### src/rtl/gige_mdio_master.sv
`timescale 1ns/1ps
// Clause 22 MDIO master: serialises one register read or write per command onto MDC/MDIO.
// Define MDIO_PREAMBLE_SUPPRESS_EN to send the 32-bit preamble only on the first frame after reset.
module gige_mdio_master #(
  parameter int CLK_DIV = 20
) (
  input  logic        clk_50,
  input  logic        reset_n,
  input  logic        cmd_valid,
  output logic        cmd_ready,
  input  logic        cmd_write,
  input  logic [4:0]  cmd_phy_addr,
  input  logic [4:0]  cmd_reg_addr,
  input  logic [15:0] cmd_wdata,
  output logic        rsp_valid,
  output logic [15:0] rsp_rdata,
  output logic        rsp_error,
  output logic        mdc,
  output logic        mdio_o,
  output logic        mdio_oe,
  input  logic        mdio_i
);

  localparam logic [8:0] HALF_LAST = 9'(CLK_DIV - 1);
  localparam logic [8:0] BIT_LAST  = 9'(2 * CLK_DIV - 1);

  typedef enum logic [2:0] {
    S_IDLE, S_PRE, S_HDR, S_TA, S_DATA, S_GAP, S_DONE
  } state_e;

  state_e      state_q;
  logic [8:0]  div_q;
  logic [4:0]  bit_q;
  logic [31:0] tx_q;
  logic        wr_q;
  logic [15:0] rx_q;
  logic        ta_q;
  logic        sync1_q;
  logic        sync2_q;
  logic        mdc_q;
  logic        mdio_o_q;
  logic        mdio_oe_q;
  logic        cmd_ready_q;
  logic        rsp_valid_q;
  logic [15:0] rsp_rdata_q;
  logic        rsp_error_q;

  logic [31:0] tx_d;
  logic [31:0] tx_shift;
  logic        skip_pre;
  logic        bit_end;

  // ST, OP, PHYAD, REGAD, TA and data in wire order; read TA/data slots are never driven.
  assign tx_d     = {2'b01, (cmd_write ? 2'b01 : 2'b10), cmd_phy_addr, cmd_reg_addr,
                     2'b10, (cmd_write ? cmd_wdata : 16'h0000)};
  assign tx_shift = {tx_q[30:0], 1'b0};
  assign bit_end  = (div_q == BIT_LAST);

`ifdef MDIO_PREAMBLE_SUPPRESS_EN
  logic pre_done_q;

  always_ff @(posedge clk_50 or negedge reset_n) begin
    if (!reset_n) begin
      pre_done_q <= 1'b0;
    end else if (state_q == S_IDLE && cmd_valid) begin
      pre_done_q <= 1'b1;
    end
  end

  assign skip_pre = pre_done_q;
`else
  assign skip_pre = 1'b0;
`endif

  always_ff @(posedge clk_50 or negedge reset_n) begin
    if (!reset_n) begin
      sync1_q <= 1'b1;
      sync2_q <= 1'b1;
    end else begin
      sync1_q <= mdio_i;
      sync2_q <= sync1_q;
    end
  end

  always_ff @(posedge clk_50 or negedge reset_n) begin
    if (!reset_n) begin
      state_q     <= S_IDLE;
      div_q       <= '0;
      bit_q       <= '0;
      tx_q        <= '0;
      wr_q        <= 1'b0;
      rx_q        <= '0;
      ta_q        <= 1'b0;
      mdc_q       <= 1'b0;
      mdio_o_q    <= 1'b1;
      mdio_oe_q   <= 1'b0;
      cmd_ready_q <= 1'b1;
      rsp_valid_q <= 1'b0;
      rsp_rdata_q <= '0;
      rsp_error_q <= 1'b0;
    end else begin
      rsp_valid_q <= 1'b0;
      case (state_q)
        S_IDLE: begin
          if (cmd_valid) begin
            wr_q        <= cmd_write;
            cmd_ready_q <= 1'b0;
            div_q       <= '0;
            bit_q       <= '0;
            mdc_q       <= 1'b0;
            mdio_oe_q   <= 1'b1;
            if (skip_pre) begin
              state_q  <= S_HDR;
              mdio_o_q <= tx_d[31];
              tx_q     <= {tx_d[30:0], 1'b0};
            end else begin
              state_q  <= S_PRE;
              mdio_o_q <= 1'b1;
              tx_q     <= tx_d;
            end
          end
        end

        S_DONE: begin
          state_q     <= S_IDLE;
          cmd_ready_q <= 1'b1;
        end

        default: begin
          if (div_q == HALF_LAST) begin
            mdc_q <= 1'b1;
          end
          if (!bit_end) begin
            div_q <= div_q + 9'd1;
          end else begin
            // Bit boundary: MDC falls and the next bit is presented.
            div_q <= '0;
            mdc_q <= 1'b0;
            case (state_q)
              S_PRE: begin
                if (bit_q == 5'd31) begin
                  state_q  <= S_HDR;
                  bit_q    <= '0;
                  mdio_o_q <= tx_q[31];
                  tx_q     <= tx_shift;
                end else begin
                  bit_q <= bit_q + 5'd1;
                end
              end

              S_HDR: begin
                tx_q <= tx_shift;
                if (bit_q == 5'd13) begin
                  state_q <= S_TA;
                  bit_q   <= '0;
                  if (wr_q) begin
                    mdio_o_q <= tx_q[31];
                  end else begin
                    mdio_oe_q <= 1'b0;
                    mdio_o_q  <= 1'b1;
                  end
                end else begin
                  bit_q    <= bit_q + 5'd1;
                  mdio_o_q <= tx_q[31];
                end
              end

              S_TA: begin
                tx_q <= tx_shift;
                if (wr_q) begin
                  mdio_o_q <= tx_q[31];
                end
                if (bit_q == 5'd1) begin
                  ta_q    <= sync2_q;
                  state_q <= S_DATA;
                  bit_q   <= '0;
                end else begin
                  bit_q <= bit_q + 5'd1;
                end
              end

              S_DATA: begin
                rx_q <= {rx_q[14:0], sync2_q};
                tx_q <= tx_shift;
                if (bit_q == 5'd15) begin
                  state_q   <= S_GAP;
                  bit_q     <= '0;
                  mdio_oe_q <= 1'b0;
                  mdio_o_q  <= 1'b1;
                end else begin
                  bit_q <= bit_q + 5'd1;
                  if (wr_q) begin
                    mdio_o_q <= tx_q[31];
                  end
                end
              end

              default: begin
                state_q     <= S_DONE;
                rsp_valid_q <= 1'b1;
                rsp_rdata_q <= wr_q ? 16'h0000 : rx_q;
                rsp_error_q <= wr_q ? 1'b0 : ta_q;
              end
            endcase
          end
        end
      endcase
    end
  end

  assign cmd_ready = cmd_ready_q;
  assign rsp_valid = rsp_valid_q;
  assign rsp_rdata = rsp_rdata_q;
  assign rsp_error = rsp_error_q;
  assign mdc       = mdc_q;
  assign mdio_o    = mdio_o_q;
  assign mdio_oe   = mdio_oe_q;

endmodule

### config.mk
export PLATFORM = sky130hd
export DESIGN_NAME = gige_mdio_master
export DESIGN_NICKNAME = d
export VERILOG_FILES = /design/src/rtl/gige_mdio_master.sv
export SDC_FILE = /design/constraint.sdc
export NUM_CORES = 1
export LEC_CHECK = 0
export ABC_CLOCK_PERIOD_IN_PS = 2000
export CORE_MARGIN = 4
export CORE_UTILIZATION = 51
export CTS_CLUSTER_DIAMETER = 30
export DETAILED_ROUTE_END_ITERATION = 10
export PLACE_DENSITY_LB_ADDON = 0.1
export SYNTH_ARGS = -nofsm -noshare
export SYNTH_HDL_FRONTEND = slang
export SYNTH_SLANG_ARGS = --single-unit
### constraint.sdc
create_clock -name clk_50 -period 2 [get_ports clk_50]
set_input_delay 0.4 -clock clk_50 [delete_from_list [all_inputs] [get_ports clk_50]]
set_output_delay 0.4 -clock clk_50 [all_outputs]
set_load 0.05 [all_outputs]
==> metrics.md, run 1 <==
| Metric | Value |
|---|---|
| I/O Pins | 53 |
| Port Buffer Count | 52 |
| Yosys cell types | 61 |
| Post-Synth Simple-Gate Area | 18.1% |
| Placed cells | 615 |
| Largest family of logic cells by synthesized area | multiplexers |
| Worst slew margin | 60.8% |
| Die area | 11000 um2 |
| Worst Setup Start Kind | register |
| Row cnt | 35 |
| Clock sink count | 91 |
| Core area | 9200 um2 |
| Crit end category | register |
| RSZ-0062 raised after global routing | yes |
| Placement Setup Slack | -0.108 ns |
| Area leader, netlist | dfrtp_1 |
| Fin crit share | 99.4% |
| Worst-skew pair later-pin latency | 0.35 ns |
| Final Cell Area | 6040 um2 |
| Yosys top cell area share | 45.3% |
| Final antenna diode count | 0 |
| Post-route ant nets | 0 |
| Arr. time, crit path | 2.23 ns |
| Clock root cell | clkbuf_8 |
| DRT Wirelength | 9670 um |
| Fillers | 735 |
| Layout Utilization | 65.7% |
| Hold Slack | 0.0351 ns |
| Synth area leaders | dfrtp_1 45%, mux2_4 14%, nand2_1 6.3% |
| Mux cell area share after synthesis | 19.7% |
| Final worst slack | 0.0110 ns |
| MaxCap Viol Count | 0 |
| WL/cell | 15.2 um |
| Min-Delay Path Class | in -> async |
| Hold Fails Final Rpt | 0 |
| #FFs+latches synth | 91 |
| Tot Pwr | 6.61 mW |
| Initial Utilization | 52.3% |
| Critical path's top delay family | flip-flops |
| Detailed Route Iter0 Violations | 205 |
| Vias in the first global route | 3407 |
| Share of layout cells above drive strength 1 | 29.4% |
| Remaining DRCs | 0 |
| Clk buf depth | 2 |
| Most used standard cell by instance count after synthesis | dfrtp_1 |
| Via count | 3472 |
| Overflow after GRT | 0 |
| Vias/cell | 5.44 |
| Nets | 557 |
| CTS buffer count | 9 |
| Total Neg Setup Slack | 0 ns |
| Power Density | 1090 nW/um2 |
| Mean area per synthesized cell | 11.1 um2 |
| Largest net degree at the start of global routing | 46 |
| First-pass GRT wire length | 15900 um |
| Non-filler instance count after layout | 638 |
| Adder-cell share of the synthesized area | 1.04% |
| Shortest period the worst path allows | 1.99 ns |
| Initial antenna violation count | 0 |
| Top FF cell, synth | dfrtp_1 |
| Initial DRT Pass Iterations | 4 |
| Setup-failing EPs final | 0 |
| CTS tree | done |
| Cells along the critical path | ha_1, and4b_1, a41o_1, o41ai_4, buf_6, buf_4, mux2_2 |
| Worst EP required | 2.24 ns |
| Leakage power | 2.94 nW |
| CP Class | reg -> reg |
| Outcome | finished, final reports clean |
| Slew Viols, Final | 0 |
| Chip width | 105 um |
| Reg clk slew, reported paths | 0.10 ns |
| GR Util All Layers | 17.4% |
| Register area share after synthesis | 47.5% |
| Final GP Congestion | 0.788 |
| Worst-Margin Slew | 0.589 ns |
| Area Overhead vs Synth | 25.6% |
| Syn. warnings | 0 |
| FFs w/ async S/R, synth | 100% |
| Clock Skew | 0.00908 ns |
| DIE HEIGHT | 105 um |
| Netlist Area Pre-Place | 4810 um2 |
| CP Buf/Inv Count | 2 |
| Critical-path maximum fanout | 5 |
| CP max stage delay | 0.41 ns |
| Crit path max-delay cell type | dfrtp_1 |
| Post-Synthesis Cells | 435 |
| Peak supply drop | 0.000629 V |
| FMAX | 503 MHz |
| Synth top cells by count | 87 x dfrtp_1, 81 x nand2_1, 46 x mux2_4, 22 x nand3_1, 20 x mux2_2 |
| Mapped Nets | 470 |
| Dpl cell area | 5690 um2 |
| Placed wire-length estimate | 6650 um |
| H-tree depth | 3 |
| Post-synthesis xor/xnor area fraction | 0.182% |
| Synth Area in Compound Gates | 8.64% |
| Number of flops mapped to enable cells by yosys | 0 |
-- power breakdown --
part	internal [mW]	switching [mW]	leakage, nW
Clock	0.537	0.687	0.101
Combinational	1.45	1.44	1.65
Sequential	2.24	0.268	1.19
-- what timing repair did --
item / 4_1_cts / 5_1_grt
gates cloned: 0 / 3
buffers inserted: 0 / 4
resized for setup: 2 / 10
pin swaps: 1 / 4
setup endpoints to repair: 24 / 62
hold buffers: 0 / 0
-- flip-flops by register name, indices dropped and copies added (netlist names), named ones only --
register	cells
mdio_o	1
rx_q	16
bit_q	5
mdc	1
div_q	9
rsp_error	1
mdio_oe	1
ta_q	1
state_q	2
rsp_valid	1
sync1_q	1
sync2_q	1
wr_q	1
rsp_rdata	16
cmd_ready	1
tx_q	32
-- metal layers --
metal | track usage (%) | share of wire [%] | routed length (um)
met5 | 0 | 0 | 0
met4 | 4.50 | 0.65 | 63
met3 | 3.89 | 4.5 | 432
met2 | 28.8 | 48 | 4650
met1 | 23.2 | 47 | 4520
-- worst paths after layout --
kind | from | end | slack, ns | cells after the start
hold reg to reg | sync1_q$_DFF_PN1_ | sync2_q$_DFF_PN1_ | 0.37 | 0
min in group clk_50 | sync1_q$_DFF_PN1_ | sync2_q$_DFF_PN1_ | 0.37 | 0
setup / recovery | div_q[1]$_DFFE_PN0P_ | tx_q[2]$_DFFE_PN0P_ | 0.01 | 7
setup reg to reg | div_q[1]$_DFFE_PN0P_ | tx_q[2]$_DFFE_PN0P_ | 0.01 | 7
max in group asynchronous | reset_n | bit_q[2]$_DFFE_PN0P_ | 1.39 | 2
hold / removal | reset_n | div_q[6]$_DFFE_PN0P_ | 0.04 | 1
-- cells by family after synthesis --
group	count (synthesis)
fa+ha+maj	4
buf+inv	38
flops	91
xor+xnor	1
compound gates	58
mux	69
simple gates	174
-- final cells by class --
type | instances | area (um2) | area share [%]
multi-input combinational | 306 | 2350 | 38.8
inverter | 8 | 30.0 | 0.497
tap | 111 | 139 | 2.30
clock inverter | 5 | 43.8 | 0.725
sequential | 91 | 2280 | 37.8
timing repair buffer | 106 | 1050 | 17.4
clock buffer | 11 | 151 | 2.51
-- cells in the final DEF (no fill, tap or decap), drive strengths merged, types with 4 or more instances in the layout --
cell type,instances
nor2,12
a21oi,11
nor3,5
dfstp,4
nand3,22
o31ai,4
nand2,81
buf,54
ha,4
nor2b,19
a21o,4
inv,10
clkbuf,14
or3,4
o21ai,14
dfrtp,87
nor3b,4
nor4,4
clkdlybuf4s50,49
and3,4
mux2,66
(Power assumes the default switching activity.)
==> inputs of run 2 (changes only) <==
- HOLD_SLACK_MARGIN: unset -> 0.06
==> run 2 against run 1 <==
Net effect: core utilization rose by 0.11 points; sequential share of layout area fell by 0.062 points; first-iteration DRC count rose by 7.8%; clock power barely moved.
==> metrics.md, run 2 (same netlist as run 1, synthesis figures left out) <==
| Metric | Value |
|---|---|
| Outcome | finished, final reports clean |
| Area Overhead vs Synth | 25.8% |
| Initial antenna violation count | 0 |
| DRT Wirelength | 9650 um |
| Die area | 11000 um2 |
| Hold Fails Final Rpt | 0 |
| Crit end category | register |
| Clock root cell | clkbuf_8 |
| Tot Pwr | 6.62 mW |
| Power Density | 1090 nW/um2 |
| Fin crit share | 99.4% |
| Share of layout cells above drive strength 1 | 29.4% |
| Fillers | 734 |
| Initial DRT Pass Iterations | 4 |
| I/O Pins | 53 |
| Most flop-heavy register | tx_q |
| Largest net degree at the start of global routing | 46 |
| Worst-skew pair later-pin latency | 0.35 ns |
| Clock power share | 18.6% |
| Clk buf depth | 2 |
| Placed wire-length estimate | 6650 um |
| Min-Delay Path Class | reg -> reg |
| Worst EP required | 2.24 ns |
| Clock Skew | 0.00916 ns |
| Arr. time, crit path | 2.23 ns |
| DIE HEIGHT | 105 um |
| Chip width | 105 um |
| FMAX | 503 MHz |
| Hold Path Cell Cnt | 0 |
| H-tree depth | 3 |
| Overflow after GRT | 0 |
| Post-route ant nets | 0 |
| Placement Setup Slack | -0.108 ns |
| Core area | 9200 um2 |
| Peak supply drop | 0.000629 V |
| Switching Share | 36.2% |
| Final antenna diode count | 0 |
| Combinational Power Share | 43.6% |
| RSZ-0062 raised after global routing | yes |
| Most frequent cells in the layout | 87 x dfrtp_1, 81 x nand2_1, 51 x mux2_4 |
| Final worst slack | 0.0119 ns |
| Leakage power | 2.94 nW |
| Commonest non-fill, non-tap cell in the layout | dfrtp_1 |
| Worst slew margin | 60.9% |
| Reg clk slew, reported paths | 0.10 ns |
| Worst-Margin Slew | 0.586 ns |
| Clock sink count | 91 |
| Worst Setup Start Kind | register |
| WL/cell | 15.1 um |
| Psw | 2.40 mW |
| Remaining DRCs | 0 |
| First-pass GRT wire length | 15900 um |
| Shortest period the worst path allows | 1.99 ns |
| GR Util All Layers | 17.4% |
| Int Power | 4.22 mW |
| Final GP Congestion | 0.788 |
| CTS tree | done |
| Detailed Route Iter0 Violations | 221 |
| Port Buffer Count | 52 |
| MaxCap Viol Count | 0 |
| Vias/cell | 5.45 |
| Final Cell Area | 6050 um2 |
| Nets | 558 |
| Reg2reg path depth | 7 |
| CTS buffer count | 9 |
| Largest register FFs | 32 |
| Setup-failing EPs final | 0 |
| Dpl cell area | 5690 um2 |
| Sequential power share | 37.8% |
| Vias in the first global route | 3407 |
| Critical-path maximum fanout | 5 |
| CP Class | reg -> reg |
| Via count | 3483 |
| Slew Viols, Final | 0 |
| Initial Utilization | 52.3% |
| Row cnt | 35 |
[run 2: changes by cell type in the layout (fill, tap and decap cells not counted)]
cell and change:
dlygate4sd3_1 +1
[run 2: worst paths after layout]
check / to / slack (ns) / from
min in group asynchronous: div_q[6]$_DFFE_PN0P_ / 0.58 / reset_n
worst max register to register: tx_q[2]$_DFFE_PN0P_ / 0.01 / div_q[1]$_DFFE_PN0P_
worst min-delay path: sync2_q$_DFF_PN1_ / 0.37 / sync1_q$_DFF_PN1_
worst max-delay path: tx_q[2]$_DFFE_PN0P_ / 0.01 / div_q[1]$_DFFE_PN0P_
worst min register to register: sync2_q$_DFF_PN1_ / 0.37 / sync1_q$_DFF_PN1_
max in group asynchronous: bit_q[2]$_DFFE_PN0P_ / 0.85 / reset_n
[run 2: cell type report]
cell class	instances	area [um2]	share of cell area, %
clock buffer	11	151	2.50
clock inverter	5	43.8	0.724
inverter	8	30.0	0.496
multi-input combinational	306	2350	38.8
sequential	91	2280	37.7
tap	111	139	2.29
timing repair buffer	107	1060	17.5
[run 2: power by group through the flow]
stage / Clock, mW / Sequential, mW / Combinational [mW]
2_1_floorplan: 0 / 2.49 / 1.63
4_1_cts: 1.25 / 2.50 / 2.82
5_1_grt: 1.32 / 2.56 / 3.20
6_report: 1.23 / 2.50 / 2.89
3_3_place_gp: 0 / 2.52 / 2.73
3_5_place_dp: 0 / 2.52 / 2.81
[run 2: worst max-delay path, stage by stage (launching register included)]
cell and delay, ns:
dfrtp_1 0.41, ha_1 0.22, and4b_1 0.24, a41o_1 0.25, o41ai_4 0.07, buf_6 0.19
buf_4 0.17, mux2_2 0.33
[run 2: routing by layer]
layer | GRT usage [%] | up-vias | share of wire [%]
met1 | 23.2 | 1714 | 47
li1 | - | 1700 | -
met5 | 0 | - | 0
met4 | 4.50 | 0 | 0.65
met3 | 3.83 | 4 | 4.3
met2 | 28.8 | 65 | 48
[run 2: stage by stage]
step,utilization (%),TNS [ns],std cells,hold WS (ns)
detailed placement,61.9,-2.96,615,0.360
CTS,64.2,0,632,0.373
global placement,61.9,-2.43,615,0.361
global route,65.8,-0.679,639,0.375
floorplan,-,-1.16,435,0.104
finish,65.8,0,639,0.370
[run 2: timing repair]
item | in CTS | in global routing
pin swaps | 1 | 4
setup buffers | 0 | 4
hold buffers | 1 | 0
resized for setup | 2 | 10
setup endpoints to repair | 24 | 62
gates cloned | 0 | 3
endpoints found under the hold margin | 14 | 0
